$ cat src/rtl/toy_bus_pkg.sv
// Shared toy_bus definitions: field widths, opcode encodings and the node-id map.
package toy_bus_pkg;

  localparam int ID_W = 4;

  localparam logic OP_RD = 1'b0;
  localparam logic OP_WR = 1'b1;

  // System map of node ids
  localparam logic [ID_W-1:0] NODE_CORE0 = 4'd0;
  localparam logic [ID_W-1:0] NODE_CORE1 = 4'd1;
  localparam logic [ID_W-1:0] NODE_TGT0  = 4'd2;
  localparam logic [ID_W-1:0] NODE_TGT1  = 4'd3;

  // What a target must remember per outstanding request to build its ack
  typedef struct packed {
    logic [ID_W-1:0] src_id;
    logic            opcode;
  } id_entry_t;

  localparam int ID_ENTRY_W = $bits(id_entry_t);

endpackage

$ cat src/rtl/toy_bus_id_fifo.sv
// Small synchronous FIFO for transaction ids. DEPTH must be a power of two so
// the pointers wrap for free. The caller never pushes when full or pops when empty.
module toy_bus_id_fifo #(
  parameter int DEPTH = 4,
  parameter int WIDTH = 5,
  localparam int PTR_W = $clog2(DEPTH),
  localparam int CNT_W = PTR_W + 1
) (
  input  logic             clk,
  input  logic             rst_n,
  input  logic             push,
  input  logic [WIDTH-1:0] wdata,
  input  logic             pop,
  output logic [WIDTH-1:0] rdata,
  output logic             full,
  output logic             empty,
  output logic [CNT_W-1:0] count
);

  logic [WIDTH-1:0] mem_q [DEPTH];
  logic [WIDTH-1:0] mem_d [DEPTH];
  logic [PTR_W-1:0] wr_ptr_q, wr_ptr_d;
  logic [PTR_W-1:0] rd_ptr_q, rd_ptr_d;
  logic [CNT_W-1:0] cnt_q, cnt_d;

  // Next-state: write at wr_ptr, advance pointers, count tracks push minus pop
  always_comb begin
    mem_d    = mem_q;
    wr_ptr_d = wr_ptr_q;
    rd_ptr_d = rd_ptr_q;
    cnt_d    = cnt_q;
    if (push) begin
      mem_d[wr_ptr_q] = wdata;
      wr_ptr_d        = wr_ptr_q + 1'b1;
    end
    if (pop) begin
      rd_ptr_d = rd_ptr_q + 1'b1;
    end
    case ({push, pop})
      2'b10:   cnt_d = cnt_q + 1'b1;
      2'b01:   cnt_d = cnt_q - 1'b1;
      default: cnt_d = cnt_q;
    endcase
  end

  // State registers
  always_ff @(posedge clk or negedge rst_n) begin
    if (!rst_n) begin
      for (int i = 0; i < DEPTH; i++) begin
        mem_q[i] <= '0;
      end
      wr_ptr_q <= '0;
      rd_ptr_q <= '0;
      cnt_q    <= '0;
    end else begin
      mem_q    <= mem_d;
      wr_ptr_q <= wr_ptr_d;
      rd_ptr_q <= rd_ptr_d;
      cnt_q    <= cnt_d;
    end
  end

  assign rdata = mem_q[rd_ptr_q];
  assign full  = (cnt_q == CNT_W'(DEPTH));
  assign empty = (cnt_q == '0);
  assign count = cnt_q;

endmodule

$ cat src/rtl/toy_bus_tgt_node.sv
// Target-side toy_bus endpoint: strips routing from network requests toward a
// plain device port and wraps in-order device responses back into acks.
module toy_bus_tgt_node
  import toy_bus_pkg::*;
#(
  parameter logic [ID_W-1:0] NODE_ID   = NODE_TGT0,
  parameter int              OST_DEPTH = 4,
  parameter int              ADDR_W    = 32,
  parameter int              DATA_W    = 32
) (
  input  logic                  clk,
  input  logic                  rst_n,
  input  logic                  in0_req_vld,
  output logic                  in0_req_rdy,
  input  logic [ADDR_W-1:0]     in0_req_addr,
  input  logic [DATA_W-1:0]     in0_req_data,
  input  logic [DATA_W/8-1:0]   in0_req_strb,
  input  logic                  in0_req_opcode,
  input  logic [3:0]            in0_req_src_id,
  input  logic [3:0]            in0_req_tgt_id,
  output logic                  in0_ack_vld,
  input  logic                  in0_ack_rdy,
  output logic                  in0_ack_opcode,
  output logic [DATA_W-1:0]     in0_ack_data,
  output logic [3:0]            in0_ack_src_id,
  output logic [3:0]            in0_ack_tgt_id,
  output logic                  out0_req_vld,
  input  logic                  out0_req_rdy,
  output logic [ADDR_W-1:0]     out0_req_addr,
  output logic [DATA_W-1:0]     out0_req_data,
  output logic [DATA_W/8-1:0]   out0_req_strb,
  output logic                  out0_req_opcode,
  input  logic                  out0_ack_vld,
  output logic                  out0_ack_rdy,
  input  logic [DATA_W-1:0]     out0_ack_data,
  output logic                  err_misroute
);

  localparam int STRB_W = DATA_W / 8;
  localparam int CNT_W  = $clog2(OST_DEPTH) + 1;

  logic              req_full_q, req_full_d;
  logic [ADDR_W-1:0] req_addr_q, req_addr_d;
  logic [DATA_W-1:0] req_data_q, req_data_d;
  logic [STRB_W-1:0] req_strb_q, req_strb_d;
  logic              req_opcode_q, req_opcode_d;
  logic              ack_full_q, ack_full_d;
  logic [DATA_W-1:0] ack_data_q, ack_data_d;
  logic              ack_opcode_q, ack_opcode_d;
  logic [ID_W-1:0]   ack_tgt_q, ack_tgt_d;
  logic              err_q, err_d;

  logic              in_xfer;
  logic              dev_ack_xfer;
  id_entry_t         fifo_wdata;
  id_entry_t         fifo_head;
  logic              fifo_full;
  logic              fifo_empty;
  logic [CNT_W-1:0]  fifo_cnt;

  // The FIFO count already includes the request parked in the slice, so the
  // outstanding limit covers everything the device has not yet answered.
  assign in0_req_rdy  = (!req_full_q || out0_req_rdy) && (fifo_cnt < CNT_W'(OST_DEPTH));
  assign out0_ack_rdy = !ack_full_q || in0_ack_rdy;
  assign in_xfer      = in0_req_vld && in0_req_rdy;
  assign dev_ack_xfer = out0_ack_vld && out0_ack_rdy;
  assign fifo_wdata   = '{src_id: in0_req_src_id, opcode: in0_req_opcode};

  toy_bus_id_fifo #(
    .DEPTH (OST_DEPTH),
    .WIDTH (ID_ENTRY_W)
  ) u_id_fifo (
    .clk   (clk),
    .rst_n (rst_n),
    .push  (in_xfer),
    .wdata (fifo_wdata),
    .pop   (dev_ack_xfer),
    .rdata (fifo_head),
    .full  (fifo_full),
    .empty (fifo_empty),
    .count (fifo_cnt)
  );

  // Request slice: load on network accept, empty when the device takes it
  always_comb begin
    req_full_d   = req_full_q;
    req_addr_d   = req_addr_q;
    req_data_d   = req_data_q;
    req_strb_d   = req_strb_q;
    req_opcode_d = req_opcode_q;
    err_d        = err_q;
    if (in_xfer) begin
      req_full_d   = 1'b1;
      req_addr_d   = in0_req_addr;
      req_data_d   = in0_req_data;
      req_strb_d   = in0_req_strb;
      req_opcode_d = in0_req_opcode;
      if (in0_req_tgt_id != NODE_ID) begin
        err_d = 1'b1;
      end
    end else if (out0_req_rdy) begin
      req_full_d = 1'b0;
    end
  end

  // Ack slice: device response plus the popped id entry form the network ack
  always_comb begin
    ack_full_d   = ack_full_q;
    ack_data_d   = ack_data_q;
    ack_opcode_d = ack_opcode_q;
    ack_tgt_d    = ack_tgt_q;
    if (dev_ack_xfer) begin
      ack_full_d   = 1'b1;
      ack_data_d   = out0_ack_data;
      ack_opcode_d = fifo_head.opcode;
      ack_tgt_d    = fifo_head.src_id;
    end else if (in0_ack_rdy) begin
      ack_full_d = 1'b0;
    end
  end

  // State registers; reset drops every in-flight transaction
  always_ff @(posedge clk or negedge rst_n) begin
    if (!rst_n) begin
      req_full_q   <= 1'b0;
      req_addr_q   <= '0;
      req_data_q   <= '0;
      req_strb_q   <= '0;
      req_opcode_q <= 1'b0;
      ack_full_q   <= 1'b0;
      ack_data_q   <= '0;
      ack_opcode_q <= 1'b0;
      ack_tgt_q    <= '0;
      err_q        <= 1'b0;
    end else begin
      req_full_q   <= req_full_d;
      req_addr_q   <= req_addr_d;
      req_data_q   <= req_data_d;
      req_strb_q   <= req_strb_d;
      req_opcode_q <= req_opcode_d;
      ack_full_q   <= ack_full_d;
      ack_data_q   <= ack_data_d;
      ack_opcode_q <= ack_opcode_d;
      ack_tgt_q    <= ack_tgt_d;
      err_q        <= err_d;
    end
  end

  assign out0_req_vld    = req_full_q;
  assign out0_req_addr   = req_addr_q;
  assign out0_req_data   = req_data_q;
  assign out0_req_strb   = req_strb_q;
  assign out0_req_opcode = req_opcode_q;
  assign in0_ack_vld     = ack_full_q;
  assign in0_ack_data    = ack_data_q;
  assign in0_ack_opcode  = ack_opcode_q;
  assign in0_ack_tgt_id  = ack_tgt_q;
  assign in0_ack_src_id  = NODE_ID;
  assign err_misroute    = err_q;

  // A device response with nothing outstanding has no requester to return to
  a_ack_needs_entry: assert property (@(posedge clk) disable iff (!rst_n)
    dev_ack_xfer |-> !fifo_empty);

  // A full id FIFO must always stall the network side
  a_full_stalls: assert property (@(posedge clk) disable iff (!rst_n)
    fifo_full |-> !in0_req_rdy);

endmodule

$ cat config.mk
export PLATFORM = sky130hd
export DESIGN_NAME = toy_bus_tgt_node
export DESIGN_NICKNAME = d
export VERILOG_FILES = /design/src/rtl/toy_bus_pkg.sv /design/src/rtl/toy_bus_id_fifo.sv /design/src/rtl/toy_bus_tgt_node.sv
export SDC_FILE = /design/constraint.sdc
export NUM_CORES = 1
export LEC_CHECK = 0
export CAP_MARGIN = 20
export CORE_MARGIN = 2
export CORE_UTILIZATION = 47
export DETAILED_ROUTE_END_ITERATION = 8
export GPL_TIMING_DRIVEN = 0
export PLACE_DENSITY = 0.86
export SLEW_MARGIN = 20
export SYNTH_ARGS = -nofsm -noshare
export SYNTH_HDL_FRONTEND = slang
export SYNTH_SLANG_ARGS = --single-unit
$ cat constraint.sdc
create_clock -name clk -period 3.7 [get_ports clk]
set_input_delay 0.37 -clock clk [delete_from_list [all_inputs] [get_ports clk]]
set_output_delay 0.37 -clock clk [all_outputs]
set_load 0.005 [all_outputs]
# == After elaboration in Yosys (flattened, before gate mapping) ==
# Index checks and enable logic that the tools add are counted.
# Widths: inputs -> output; s select.
# word_totals
reg_bits,136
input_bits,115
output_inout_bits,115
elab_cells,53
# classes
n_addsub,4
n_lt_le_gt_ge,4
n_eq_ne,3
n_mux,11
bitwise,2
reduce_logical,12
# ops
op,n
$bwmux 20,1
$mux 5,3
$bmux 5 s2,1
$demux 5 s2,1
$ge 3x3->1 const B,2
$not 2->3,2
$pmux 3 s2,1
$reduce_bool 2->1,3
$add 2x1->2 const B,2
$logic_and 1x1->1,4
$mux 1,4
$ne 4x2->1 const B,1
$add 3x1->3 const B,1
$lt 3x1->1 const B,1
$lt 3x3->1 const B,1
$sub 3x1->3 const B,1
$eq 2x1->1 const B,1
$eq 2x2->1 const B,1
$logic_not 1->1,2
$logic_or 1x1->1,2
$reduce_and 2->1,1

# == Logic depth before layout (Yosys ltp) ==
# Gate-level depths: netlist of the first run.
# depth
ltp_word,6
mapped_depth,11
mapped_depth_nobuf,9

# == Modules after synthesis ==
# From an unflattened synthesis of the first run, not the netlist that was laid out.
# hier_totals
cells_unflattened,327
hier_area_um2,5719.2
# modules_own_cells
module,n_inst,cells_each,area_per_inst_um2,seq_area_each_um2
toy_bus_tgt_node,1,243,4473.0,2727.6
toy_bus_id_fifo,1,84,1246.2,675.6

# == Worst setup path after synthesis of the first run ==
# No wires, ideal clock.
# synth_path
kind,input to register
start,input out0_req_rdy
end,register u_id_fifo.cnt_q[2] (netlist: u_id_fifo.count[2])
setup_time_ps,79
t_arrival_ps,1916
required_ps,3621
path_slack_ps,1705
path_stages,11
n_path_buf,2
cell_sequence,nand2b_4 buf_6 and2_4 buf_12 inv_2 ha_1 inv_1 fa_1 xor2_1 nor2_1 xor2_1
# synth_between
elab_chain_cells,5
elab_cells_between_ends,7
classes_between,eq/ne (2); mux (1); reduce/logical (4)
# synth_lines
item,line,rtl
"start, declared",toy_bus_tgt_node.sv:28,"input logic out0_req_rdy,"
$logic_or 1x1->1 (*),toy_bus_tgt_node.sv:63,assign in0_req_rdy = (!req_full_q || out0_req_rdy) && (fifo_cnt < CNT_W'(OST_DEPTH));
$logic_and 1x1->1 (*),toy_bus_tgt_node.sv:63,
$logic_and 1x1->1 (*),toy_bus_tgt_node.sv:65,assign in_xfer = in0_req_vld && in0_req_rdy;
$eq 2x1->1 or $eq 2x2->1 (tied branches),toy_bus_id_fifo.sv:39,"case ({push, pop})"
$pmux 3 s2 or $reduce_bool 2->1 (tied branches),--,
"end signal, assigned",toy_bus_id_fifo.sv:59,cnt_q <= cnt_d;
"end, declared",toy_bus_id_fifo.sv:24,"logic [CNT_W-1:0] cnt_q, cnt_d;"
# Every way passes the cells marked *; elsewhere a longest branch is shown, timed or not.
# A chain may end at the register's enable or synchronous reset.

# == Worst setup path after layout of the first run ==
# Same ends and word-level chain as after synthesis.

==> flow_summary.ini, run 1 <==
[logic_synthesis]
avgSynthCellArea_sq_um = 17.5
synth_edf_count = 0
synth_top_cell_by_area = dfrtp_1
synth_top_cells_by_area = dfrtp_1 (60%), mux2_4 (18%), mux2_2 (9.3%)
syn_inst = 327
ys_async_sr_fraction_pct = 100
netlist_top_cells_count = dfrtp_1 (136), mux2_4 (68), mux2_2 (47)
synthDistinctLibCells = 30
ys_seq_elements = 136
yosysMostFrequentCell = dfrtp_1
synth_top_area_share_pct = 59.5
synth_warnings = 0
syn_area_sq_mm = 0.00572
synth_flop_cell = dfrtp_1
yosysSeqAreaShare_pct = 59.5

[sta]
fin_crit_sh_pct = 57.7
tightest_slew_ps = 532
fin_crit_ps = 2140
drv_slew = 0
fin_skew_ps = 7.02
max_freq_mhz = 468
slew-limit-headroom_pct = 64.5
setup_viol = 0
rsz0062_at_grt = no
finalHoldViolations = 0

[place]
dp_hpwl_um = 9800
gp_congestion = 0.769
dp_cells = 702
post_dp_cell_area_sq_mm = 0.00819
portBuffers = 225

[floorplanning]
die_area_sq_mm = 0.0131
die_h_um = 114
core.rowCount = 40
initial_core_util_pct = 47.8
die_w_um = 114
ios = 230
core_sq_mm = 0.0120

[clock_tree]
cts_max_path_buffers = 2
clock_latency_ps = 410
cts_made_buffers = 17
h-tree-depth = 4
cts_tree = built
clkTransAtPathRegs_ps = 60
cts_sinks = 136
root_buffer = clkbuf_16

[worst_setup_path]
critPathLaunchType = primary input
cp_max_fo = 8
crit_buf_inv = 5
cp.arrival_ps = 2470
r2r_cells = 11
critPathSlowestCell = clkdlybuf4s50_1
cp_num_cells = 12
path_delay_family = buffers and inverters
endpoint = u_id_fifo.count[2]$_DFFE_PN0P_
cpMostUsedCell = xor2_1
end_kind = register
cp_data_required_time_ps = 4040
path_cells = clkdlybuf4s50_1 > nand2b_4 > buf_6 > and2_4 > buf_12 > inv_2 > ha_1 > inv_1 > fa_1 > xor2_1 > nor2_1 > xor2_1
slowest_delay_ps = 410
rrSetupSlack_ps = 1620
startpoint = out0_req_rdy
r2r-end = u_id_fifo.count[2]$_DFFE_PN0P_
timing.rr.start = out0_req_vld$_DFFE_PN0P_
crit_type = primary input to register

[hold_path]
min_path_type = register to register
min-delay-start = u_id_fifo.count[0]$_DFFE_PN0P_

[drt]
post_drt_wl_per_cell_um = 18.5
wirelength_um = 13600
dr.pass1.iters = 4
ant_nets = 0
avgViaCountPerCell = 4.93
drc = 0
vias = 3627
drtIter0Drc = 197

[cells_and_area]
drive_above_1_share_pct = 29.9
final_core_util_pct = 73.9
instances_no_fill = 735
num_antenna_cells = 0
syn_to_final_growth_pct = 54.7
nNetsFinal = 696
design_area_sq_mm = 0.00884

[grt]
use_met3_pct = 6.62
grt_pass1_vias = 4050
grt_max_degree = 71
grt_util_met1_pct = 24.6
grt.overflow.total = 0
antenna_found_initial = 0
use_met2_pct = 38.0
grt_busiest_layer = met2
grt_usage_pct = 21.7
grt_pass1_wl_um = 21400

[outcome]
status = complete, no violations

[pwr]
cellLeakagePower_nw = 3.87
power.density_mw_per_mm2 = 790
ir_drop_uv = 345

[job]
cap_violations = 0
worst min path at each step:
| stage | endpoint | slack, ps | cells past startpoint |
|---|---|---|---|
| after floorplan | err_misroute$_DFFE_PN0P_ | 70 | 0 |
| after global placement | err_misroute$_DFFE_PN0P_ | 460 | 1 |
| after detailed placement | out0_req_data[22]$_DFFE_PN0P_ | 360 | 1 |
| after CTS | u_id_fifo.count[0]$_DFFE_PN0P_ | 480 | 1 |
| after global routing | u_id_fifo.count[0]$_DFFE_PN0P_ | 500 | 1 |
| final | u_id_fifo.count[0]$_DFFE_PN0P_ | 480 | 1 |
where the power goes:
group / switching [mW] / internal, mW
Combinational: 0.820 / 1.91
Clock: 0.617 / 1.18
Sequential: 0.348 / 2.11
state kept, by name (all words and copies together) (netlist names):
register	cells
u_id_fifo.rd_ptr_q	2
in0_ack_vld	1
u_id_fifo.count	3
u_id_fifo.wr_ptr_q	2
in0_ack_opcode	1
in0_ack_tgt_id	4
u_id_fifo.mem_q	20
out0_req_data	32
out0_req_opcode	1
err_misroute	1
out0_req_vld	1
out0_req_addr	32
out0_req_strb	4
in0_ack_data	32
placed cells by master (no fill, tap or decap), types with 3 or more instances in the layout:
cell	n
mux2_1	11
mux2_4	68
dfrtp_1	136
nand2_1	3
nand3_1	6
clkbuf_8	3
clkinv_2	4
conb_1	4
ha_1	5
buf_2	3
inv_1	6
mux4_2	5
clkbuf_16	17
bufinv_16	4
buf_12	7
clkdlybuf4s50_1	224
buf_4	6
mux2_2	47
xnor2_1	4
per-layer routing:
metal  up-vias  routed length [um]  part of all wire (%)
met5         -                   0                     0
met4         0                 298                   2.2
met3        21                 939                   6.9
met2       152                7100                    52
met1      1821                5230                    39
li1       1633                   -                     -
cells by family (layout without fill, tap and decap cells):
kind of cell | Yosys count | in the layout | synth area share, %
compound gates | 3 | 3 | 0.306
xor+xnor | 6 | 6 | 0.919
fa+ha+maj | 6 | 6 | 1.44
buf+inv | 26 | 285 | 4.49
flops | 136 | 136 | 59.5
mux | 131 | 131 | 31.3
other cells | 2 | 4 | 0.131
simple gates | 17 | 17 | 1.90
what timing repair did:
item,CTS,global route
setup buffers,0,0
hold endpoints to repair,69,0
hold buffers,1,0
resized for setup,0,0
through the flow:
step	hold WS, ps	total power, mW	TNS [ps]	setup WS, ps
after floorplan	74.4	3.80	0	1700
after global placement	459	5.09	-380940	-2810
after detailed placement	362	5.21	0	1130
after CTS	478	7.06	0	1560
after global routing	500	7.33	0	1450
final	479	6.98	0	1560
layout make-up:
cell class	instances	area (sq um)
repair buffers	227	2290
clock buffers	20	467
well taps	147	184
clock inverters	12	173
inverters	7	26.3
multi-input cells	167	2060
plain buffers	19	230
flip-flops and latches	136	3400
fillers	753	3120
Power figures use the tool's default switching activity.
==> run 2: changes to the inputs <==
Settings changed: CORE_UTILIZATION 47 to 39, PLACE_DENSITY 0.86 to 0.76.
Clock period 3.7 ns to 1.8 ns, I/O delays scaled along.
==> flow_summary.ini, run 2 (synthesized netlist as in run 1, its figures left out) <==
[drt]
vias = 3651
dr.pass1.iters = 6
drtIter0Drc = 117
avgViaCountPerCell = 4.66
drc = 0
ant_nets = 0
wirelength_um = 13500
post_drt_wl_per_cell_um = 17.3

[pwr]
totalPowerFinal_mw = 14.4
ir_drop_uv = 791
cellLeakagePower_nw = 3.91
power.density_mw_per_mm2 = 1600

[worst_setup_path]
path_cells = nand2b_1 > nand2_2 > buf_8 > inv_4 > ha_4 > inv_2 > fa_2 > xor2_1 > nor2_1 > xor2_1
r2r-end = u_id_fifo.count[2]$_DFFE_PN0P_
cpMostUsedCell = xor2_1
cp_max_fo = 8
slowest_delay_ps = 380
timing.rr.start = in0_ack_vld$_DFFE_PN0P_
cp_data_required_time_ps = 2140
r2r_cells = 10
end_kind = register
startpoint = in0_ack_vld$_DFFE_PN0P_
critPathSlowestCell = dfrtp_1
critPathLaunchType = register
cp.arrival_ps = 2110
crit_type = register to register
rrSetupSlack_ps = 20

[sta]
fin_crit_ps = 1780
drv_slew = 0
rsz0062_at_grt = yes
whs_ps = 348
fin_skew_ps = 5.34
fin_ws_ps = 22.7
max_freq_mhz = 563
tightest_slew_ps = 611
slew-limit-headroom_pct = 59.3
finalHoldViolations = 0
setup_viol = 0
fin_crit_sh_pct = 98.7

[floorplanning]
die_w_um = 125
core_sq_mm = 0.0144
die_area_sq_mm = 0.0156
initial_core_util_pct = 39.6
core.rowCount = 44
die_h_um = 125
ios = 230

[cells_and_area]
num_antenna_cells = 0
layout_commonest_cell = clkdlybuf4s50_1
n_fill_cell = 1056
instances_no_fill = 783
drive_above_1_share_pct = 31.9
syn_to_final_growth_pct = 57.1
final_cell_mix = clkdlybuf4s50_1 (223), dfrtp_1 (136), mux2_4 (68)
nNetsFinal = 707

[clock_tree]
clkTransAtPathRegs_ps = 60
h-tree-depth = 4
clock_latency_ps = 410
cts_tree = built
cts_made_buffers = 17
root_buffer = clkbuf_16
cts_sinks = 136
cts_max_path_buffers = 2

[grt]
antenna_found_initial = 0
grt_pass1_wl_um = 21900
use_met2_pct = 28.2
grt_util_met1_pct = 22.2
grt_usage_pct = 17.7
grt_max_degree = 80
use_met3_pct = 6.97
grt.overflow.total = 0
grt_busiest_layer = met2
grt_pass1_vias = 4031

[outcome]
status = complete, no violations

[job]
cap_violations = 0

[hold_path]
min_path_type = primary input to asynchronous set/reset pin

[place]
dp_cells = 739
dpl_worst_slack_ps = -454
dp_hpwl_um = 9490
portBuffers = 225
gp_congestion = 0.754
-- run 2: per-stage QoR --
| stage | TNS [ps] | cell area (sq um) | util [%] |
|---|---|---|---|
| final | 0 | 8980 | 62.3 |
| after global routing | -99.0 | 8980 | 62.3 |
| after CTS | -2.41 | 8900 | 61.7 |
| after detailed placement | -1060 | 8260 | 57.3 |
| after global placement | -632140 | 8230 | 57.1 |
| after floorplan | -42.8 | 5750 | - |
-- run 2: report_power, final --
| part | switching [mW] | internal [mW] |
|---|---|---|
| combinational | 1.68 | 3.94 |
| sequential | 0.696 | 4.35 |
| clock | 1.30 | 2.39 |
-- run 2: critical path, delay by kind of cell (launching register included) --
kind / cells / cell delay, ps
and+or+nand+nor: 3 / 330
adders and majority gates: 2 / 460
DFF: 1 / 380
xor gates and xnor gates: 2 / 290
buffers and inverters: 3 / 220
-- run 2: worst max path at each step --
stage                                                 to
final                     u_id_fifo.count[2]$_DFFE_PN0P_
after global routing      u_id_fifo.count[2]$_DFFE_PN0P_
after CTS                 u_id_fifo.count[2]$_DFFE_PN0P_
after detailed placement  u_id_fifo.count[2]$_DFFE_PN0P_
after global placement      in0_ack_data[13]$_DFFE_PN0P_
after floorplan           u_id_fifo.count[2]$_DFFE_PN0P_
-- run 2: layer usage --
layer  vias up  wire (um)
met5         -          0
met4         0        269
met3        24       1020
met2       158       6550
met1      1821       5680
li1       1648          -
-- run 2: cell type report --
type | count | area, sq um | share of cell area (%)
Timing Repair Buffer | 240 | 2390 | 26.6
Buffer | 17 | 209 | 2.33
Clock buffer | 20 | 457 | 5.08
Multi-Input combinational cell | 167 | 2080 | 23.2
Clock inverter | 12 | 174 | 1.94
Inverter | 7 | 36.3 | 0.404
Sequential cell | 136 | 3400 | 37.9
Tap cell | 184 | 230 | 2.56
-- run 2: timing repair --
action                                  in CTS  in global routing
gates resized for setup                      4                  3
cloned                                       0                  0
hold buffers                                 1                  0
endpoints found under the setup margin       3                  2
pin swaps                                    2                  4
buffers inserted                             2                 11
endpoints found under the hold margin       78                  0
